[config.mk]
export PLATFORM = sky130hd
export DESIGN_NAME = mem_port_arbiter
export DESIGN_NICKNAME = d
export VERILOG_FILES = /design/src/rtl/riscv_mem_pkg.sv /design/src/rtl/resp_timeout_ctr.sv /design/src/rtl/mem_port_arbiter.sv
export SDC_FILE = /design/constraint.sdc
export NUM_CORES = 1
export LEC_CHECK = 0
export ABC_AREA = 1
export CAP_MARGIN = 20
export CORE_ASPECT_RATIO = 1.25
export CORE_MARGIN = 2
export CORE_UTILIZATION = 47
export DETAILED_ROUTE_END_ITERATION = 8
export HOLD_SLACK_MARGIN = 0.08
export PLACE_DENSITY_LB_ADDON = 0.05
export REMOVE_ABC_BUFFERS = 1
export SLEW_MARGIN = 20
export SYNTH_ARGS = -nofsm -noshare
export SYNTH_HDL_FRONTEND = slang
export SYNTH_SLANG_ARGS = --single-unit
[constraint.sdc]
create_clock -name clk -period 2.25 [get_ports clk]
set_input_delay 0.45 -clock clk [delete_from_list [all_inputs] [get_ports clk]]
set_output_delay 0.45 -clock clk [all_outputs]
set_load 0.005 [all_outputs]
[src/rtl/riscv_mem_pkg.sv]
// Shared types for the unified memory port: arbiter states, grant encoding and the
// latched request payload.
package riscv_mem_pkg;

  localparam int unsigned MEM_ADDR_W = 32;
  localparam int unsigned MEM_DATA_W = 32;
  localparam int unsigned MEM_BE_W   = MEM_DATA_W / 8;

  localparam logic GRANT_IF = 1'b0;
  localparam logic GRANT_LS = 1'b1;

  typedef enum logic [1:0] {
    IDLE = 2'd0,
    REQ  = 2'd1,
    WAIT = 2'd2
  } arb_state_t;

  typedef struct packed {
    logic [MEM_ADDR_W-1:0] addr;
    logic                  we;
    logic [MEM_DATA_W-1:0] wdata;
    logic [MEM_BE_W-1:0]   be;
  } mem_req_t;

endpackage

[src/rtl/resp_timeout_ctr.sv]
// Counts cycles spent waiting for a memory response; flags the last allowed cycle.
module resp_timeout_ctr #(
  parameter int unsigned TIMEOUT = 16
) (
  input  logic clk,
  input  logic rst,
  input  logic i_clear,
  input  logic i_enable,
  output logic o_expired
);

  localparam int unsigned CNT_W = 8;

  logic [CNT_W-1:0] r_cnt;

  always_ff @(posedge clk) begin
    if (rst || i_clear) begin
      r_cnt <= '0;
    end else if (i_enable) begin
      r_cnt <= r_cnt + CNT_W'(1);
    end
  end

  assign o_expired = (r_cnt == CNT_W'(TIMEOUT - 1));

endmodule

[src/rtl/mem_port_arbiter.sv]
// Shares one memory port between instruction fetch and load/store: round-robin on ties,
// one outstanding transaction, and a timeout error response if memory never answers.
module mem_port_arbiter
  import riscv_mem_pkg::*;
#(
  parameter int unsigned ADDR_W  = 32,
  parameter int unsigned DATA_W  = 32,
  parameter int unsigned TIMEOUT = 16
) (
  input  logic                clk,
  input  logic                rst,
  input  logic                if_req_valid,
  output logic                if_req_ready,
  input  logic [ADDR_W-1:0]   if_addr,
  output logic                if_resp_valid,
  output logic [DATA_W-1:0]   if_rdata,
  output logic                if_err,
  input  logic                ls_req_valid,
  output logic                ls_req_ready,
  input  logic [ADDR_W-1:0]   ls_addr,
  input  logic                ls_we,
  input  logic [DATA_W-1:0]   ls_wdata,
  input  logic [DATA_W/8-1:0] ls_be,
  output logic                ls_resp_valid,
  output logic [DATA_W-1:0]   ls_rdata,
  output logic                ls_err,
  output logic                mem_req_valid,
  input  logic                mem_req_ready,
  output logic [ADDR_W-1:0]   mem_addr,
  output logic                mem_we,
  output logic [DATA_W-1:0]   mem_wdata,
  output logic [DATA_W/8-1:0] mem_be,
  input  logic                mem_resp_valid,
  input  logic [DATA_W-1:0]   mem_rdata,
  output logic                grant_sel
);

  localparam int unsigned BE_W = DATA_W / 8;

  arb_state_t        r_state;
  logic              r_last_grant;
  logic              r_grant;
  mem_req_t          r_req;
  logic              r_mem_req_valid;
  logic              r_if_resp_valid;
  logic [DATA_W-1:0] r_if_rdata;
  logic              r_if_err;
  logic              r_ls_resp_valid;
  logic [DATA_W-1:0] r_ls_rdata;
  logic              r_ls_err;

  logic              w_any_req;
  logic              w_pick_ls;
  logic              w_accept;
  logic              w_mem_accept;
  logic              w_resp_done;
  logic              w_resp_err;
  logic [DATA_W-1:0] w_resp_rdata;
  logic              w_expired;
  mem_req_t          w_next_req;

  // Arbitration, request formatting and handshake decode.
  always_comb begin
    w_any_req    = if_req_valid || ls_req_valid;
    w_pick_ls    = ls_req_valid && (!if_req_valid || (r_last_grant == GRANT_IF));
    w_accept     = (r_state == IDLE) && !rst && w_any_req;
    if_req_ready = w_accept && !w_pick_ls;
    ls_req_ready = w_accept && w_pick_ls;
    w_next_req   = '0;
    if (w_pick_ls) begin
      w_next_req.addr  = MEM_ADDR_W'(ls_addr);
      w_next_req.we    = ls_we;
      w_next_req.wdata = MEM_DATA_W'(ls_wdata);
      w_next_req.be    = MEM_BE_W'(ls_be);
    end else begin
      w_next_req.addr = MEM_ADDR_W'(if_addr);
      w_next_req.be   = '1;
    end
    w_mem_accept = (r_state == REQ) && mem_req_ready;
    // A response arriving on the last allowed cycle still beats the timeout.
    w_resp_done  = (r_state == WAIT) && (mem_resp_valid || w_expired);
    w_resp_err   = !mem_resp_valid;
    w_resp_rdata = mem_resp_valid ? mem_rdata : '0;
  end

  resp_timeout_ctr #(
    .TIMEOUT (TIMEOUT)
  ) u_timeout (
    .clk       (clk),
    .rst       (rst),
    .i_clear   (w_mem_accept),
    .i_enable  (r_state == WAIT),
    .o_expired (w_expired)
  );

  // State, latched request and registered responses.
  always_ff @(posedge clk) begin
    if (rst) begin
      r_state         <= IDLE;
      r_last_grant    <= GRANT_IF;
      r_grant         <= GRANT_IF;
      r_req           <= '0;
      r_mem_req_valid <= 1'b0;
      r_if_resp_valid <= 1'b0;
      r_if_rdata      <= '0;
      r_if_err        <= 1'b0;
      r_ls_resp_valid <= 1'b0;
      r_ls_rdata      <= '0;
      r_ls_err        <= 1'b0;
    end else begin
      r_if_resp_valid <= 1'b0;
      r_ls_resp_valid <= 1'b0;
      case (r_state)
        IDLE: begin
          if (w_accept) begin
            r_req           <= w_next_req;
            r_grant         <= w_pick_ls;
            r_last_grant    <= w_pick_ls;
            r_mem_req_valid <= 1'b1;
            r_state         <= REQ;
          end
        end
        REQ: begin
          if (w_mem_accept) begin
            r_mem_req_valid <= 1'b0;
            r_state         <= WAIT;
          end
        end
        WAIT: begin
          if (w_resp_done) begin
            if (r_grant == GRANT_LS) begin
              r_ls_resp_valid <= 1'b1;
              r_ls_rdata      <= w_resp_rdata;
              r_ls_err        <= w_resp_err;
            end else begin
              r_if_resp_valid <= 1'b1;
              r_if_rdata      <= w_resp_rdata;
              r_if_err        <= w_resp_err;
            end
            r_state <= IDLE;
          end
        end
        default: r_state <= IDLE;
      endcase
    end
  end

  assign mem_req_valid = r_mem_req_valid;
  assign mem_addr      = ADDR_W'(r_req.addr);
  assign mem_we        = r_req.we;
  assign mem_wdata     = DATA_W'(r_req.wdata);
  assign mem_be        = BE_W'(r_req.be);
  assign grant_sel     = r_grant;
  assign if_resp_valid = r_if_resp_valid;
  assign if_rdata      = r_if_rdata;
  assign if_err        = r_if_err;
  assign ls_resp_valid = r_ls_resp_valid;
  assign ls_rdata      = r_ls_rdata;
  assign ls_err        = r_ls_err;

endmodule
Word-level counts from Yosys, hierarchy flattened

Cells that the tools add are included.

Reductions and logical operators: 23
Bitwise operators: 3
Equality and inequality tests: 6
Multiplexer cells: 13
Add/subtract/negate cells: 1

Operators with widths:

| kind                | number |
|---|---|
| $mux 32             | 2 |
| $mux 33             | 1 |
| $reduce_and 3->1    | 4 |
| $add 8x1->8 const B | 1 |
| $eq 8x4->1 const B  | 1 |
| $logic_and 1x1->1   | 7 |
| $mux 2              | 3 |
| $pmux 2 s3          | 1 |
| $logic_not 1->1     | 4 |
| $logic_or 1x1->1    | 4 |
| $mux 1              | 4 |
| $mux 4              | 1 |
| $ne 2x2->1 const B  | 2 |
| $not 1->1           | 3 |
| $reduce_or 3->1     | 1 |
| $eq 2x1->1 const B  | 1 |
| $eq 2x2->1 const B  | 1 |
| $logic_not 2->1     | 1 |
| $ne 2x1->1 const B  | 1 |
| $pmux 1 s2          | 1 |
| $reduce_and 2->1    | 1 |
| $reduce_bool 2->1   | 1 |

Logic and storage cells: 60
Flip-flop bits (word level): 149

Depth between registers and ports, before layout

Depth in word-level cells: 5
Mapped depth: 9
Mapped depth without buffers: 7

Modules after synthesis

Synthesis repeated with hierarchy kept, for this count alone.

Cells, all modules: 904
Area, all modules: 6,192.2 µm²

Modules (own cells, without submodules):

| module           | cells each | area an instance (µm²) | instances |
|---|---|---|---|
| mem_port_arbiter | 852        | 5,820.6                | 1 |
| resp_timeout_ctr | 52         | 371.6                  | 1 |

Worst setup path before layout

OpenSTA, ideal clock, no wires.

Kind: register -> output
From: register, netlist name grant_sel
To: output port ls_req_ready
Data arrival time: 1,112 ps
Buffers on the path: 2
Path slack: 688 ps
Stages on the path, launching flop included: 8
Cells stage by stage: dfxtp_1 buf_2 nand2_1 nand2_1 inv_2 nand2_2 inv_2 buf_2

RTL lines:

| item             | RTL line               | text |
|---|---|---|
| end: declaration | mem_port_arbiter.sv:19 | `output logic ls_req_ready,` |

Worst setup path after layout

From: input port if_req_valid
To: output port ls_req_ready

Longest elaborated chain between the ends: 4
Elaborated cells on any way between the ends: 6

RTL lines:

| item                  | RTL line               | text |
|---|---|---|
| start: declaration    | mem_port_arbiter.sv:12 | `input logic if_req_valid,` |
| $logic_not 1->1       | mem_port_arbiter.sv:65 | `w_pick_ls = ls_req_valid && (!if_req_valid \|\| (r_last_grant == GRANT_IF));` |
| $logic_or 1x1->1      | mem_port_arbiter.sv:65 |  |
| $logic_and 1x1->1     | mem_port_arbiter.sv:65 |  |
| $logic_and 1x1->1 (*) | mem_port_arbiter.sv:68 | `ls_req_ready = w_accept && w_pick_ls;` |

Mark *: on every way between the ends. The rest lies on a longest branch, timed or not.

==> metrics.cfg <==
[cells_and_area]
nNetsFinal = 1432
final_cells = 1479
multi_input_area_um2 = 2850
final_cell_area_um2 = 10300
final_util_pct = 72.4
seqCellArea_um2 = 2980
area_growth_pct = 52.2
nFillCells = 1192
antennaDiodeCount = 0
drive_above_1_share_pct = 5.76

[sta]
period_share_pct = 96.6
rsz0062_at_grt = false
fin_skew_ps = 13.3
slew_violations = 0
tns_ps = 0
max_slew_margin_pct = 73.1
setup_slack_ps = 76.9
fin_crit_ps = 2170
worst_slew_pin_slew_ps = 403
setup_violations = 0
fmax_ghz = 0.460
hold_violations = 0

[routing]
viasPerCell = 4.77
ant_nets = 0
drt_drc_violations_left = 0
vias = 7054
wl_mm = 20.1
dr.pass1.iters = 7
first_iter_violations = 369
wire_per_inst_um = 13.6

[clocking]
cts-htree-levels = 4
cts_hold_buf = 0
clockBufferDepth = 2
cts_tree = done
cts_buffers = 17
ctsRootBufferMaster = clkbuf_16
cts_resized = 3
postCtsSetupRepairBufs = 0
cts.sinks = 149
path_clk_slew_ps = 50
insertion_delay_ps = 430

[setup_path]
crit_arrival_ps = 1720
reg2reg_depth = 7
crit_type = primary input to primary output
cp_max_fo = 9
slowest_delay_ps = 510
critPathCaptureType = primary output
required_ps = 1800
slowest_stage = clkdlybuf4s50_1
worst_setup_path_start_kind = primary input
crit_chain = clkdlybuf4s50_1, nand2_1, nand2_1, inv_2, buf_12, nand2_2, inv_2, dlygate4sd2_1

[floorplanning]
io_pins = 280
fp.dieArea_um2 = 15400
fp.coreArea_um2 = 14200
rows = 49
fp.dieH_um = 138
start_util_pct = 47.6
die_w_um = 111

[power_and_ir_drop]
ir_drop_mv = 0.461
p_per_area_nw_per_um2 = 648
leakagePower_nw = 4.60

[global_routing]
overflow = 0
grt.total_usage_pct = 25.8
grt_pass1_vias = 6409
grt_max_degree = 39
grt_pass1_wl_mm = 32.1
antenna_found_initial = 0

[status]
outcome = finished clean

[logic_synthesis]
synth_warnings = 0
postSynthAreaPerCell_um2 = 6.60
synthCells = 1025
yosysUniqueCellTypes = 28
syn-cell-area_um2 = 6770
ys_seq_elements = 149
yosysSeqAreaShare_pct = 44.1

[placement]
place_area_um2 = 9750
place_congestion = 0.825
hpwl_mm = 14.2
pre_cts_slack_ps = -149
dp_cells = 1451
portBuffers = 279

[job]
drv_cap = 0

[worst_hold_path]
worstHoldPathType = flip-flop to flip-flop
hold_depth = 2

## cells in the final DEF (no fill, tap or decap), drive strengths merged
master           n
a21oi           38
buf             34
bufinv           2
clkbuf          22
clkdlybuf4s50  277
clkinv           6
dfxtp          149
dlygate4sd2      2
ha               1
inv            148
nand2          420
nand3           41
nand4           67
nor2            78
nor3             2
nor3b            1
o211ai           1
o21ai            8
o21bai           1
o41ai            1
or2              1
xor2             1
## path summary, 6_finish.rpt
| kind | startpoint | to | slack, ps |
|---|---|---|---|
| worst max-delay path | if_req_valid | ls_req_ready | 80 |
| worst max register to register | u_timeout.r_cnt[1]$_SDFFE_PP0N_ | ls_rdata[5]$_SDFFE_PP0P_ | 400 |
| worst min-delay path | ls_err$_SDFFE_PP0P_ | ls_err$_SDFFE_PP0P_ | 440 |
| worst min register to register | ls_err$_SDFFE_PP0P_ | ls_err$_SDFFE_PP0P_ | 440 |
## state kept, by name, summed over array words and instances, names as in the netlist
signal,count
if_resp_valid,1
grant_sel,1
r_state,2
mem_req_valid,1
mem_be,4
mem_we,1
mem_wdata,32
if_rdata,32
ls_err,1
mem_addr,32
if_err,1
ls_resp_valid,1
u_timeout.r_cnt,8
ls_rdata,32
## Yosys cell counts (all sizes together)
master,count,area [µm²]
o41ai,1,8.76
nand2,420,1580
xor2,1,8.76
buf,43,294
ha,1,12.5
clkinv,2,7.51
clkbuf,22,82.6
nor3,2,15.0
nand3,41,230
nor3b,1,7.51
o21bai,1,18.8
inv,148,556
nand4,67,419
o21ai,8,43.8
o211ai,1,7.51
or2,1,6.26
nor2,78,295
a21oi,38,190
dfxtp,149,2980
## cell families (layout without fill, tap and decap cells)
| group | count (synthesis) | in the layout | share of synthesized area [%] |
|---|---|---|---|
| AOI/OAI and AO/OA | 49 | 49 | 3.97 |
| xor gates and xnor gates | 1 | 1 | 0.129 |
| adders and majority gates | 1 | 1 | 0.185 |
| buffers and inverters | 215 | 491 | 13.9 |
| DFF | 149 | 149 | 44.1 |
| and+or+nand+nor | 610 | 610 | 37.8 |
## critical path: cells and delay by family
kind,cells,cell delay (ps)
AND/OR/NAND/NOR,3,240
buffers and inverters,5,1030
## area by class of cell
type                            instances  area share, %
Timing Repair Buffer                  313           30.5
Sequential cell                       149           29.0
Multi-Input combinational cell        661           27.6
Inverter                              150           5.48
Clock buffer                           22           4.51
Tap cell                              178           2.16
Clock inverter                          6          0.777
## routing by layer
| metal | routed length [µm] | vias up | global-route usage, % |
|---|---|---|---|
| li1 | - | 3654 | - |
| met1 | 7930 | 3090 | 30.5 |
| met2 | 9780 | 284 | 43.0 |
| met3 | 1980 | 26 | 10.0 |
| met4 | 403 | 0 | 8.97 |
| met5 | 0 | - | 0 |
## stage by stage
stage          total power, mW  hold slack, ps
4_1_cts                   6.72             445
6_report                  6.67             442
5_1_grt                   6.95             462
3_3_place_gp              4.03             431
2_1_floorplan             3.31             442
3_5_place_dp              4.04             436
## report_power, final
group | leakage, nW | internal, mW | switching, mW
sequential | 1.21 | 2.76 | 0.0669
combinational | 3.12 | 0.606 | 0.547
clock | 0.271 | 1.66 | 1.03
total | 4.60 | 5.03 | 1.65
Power figures use the tool's default switching activity.
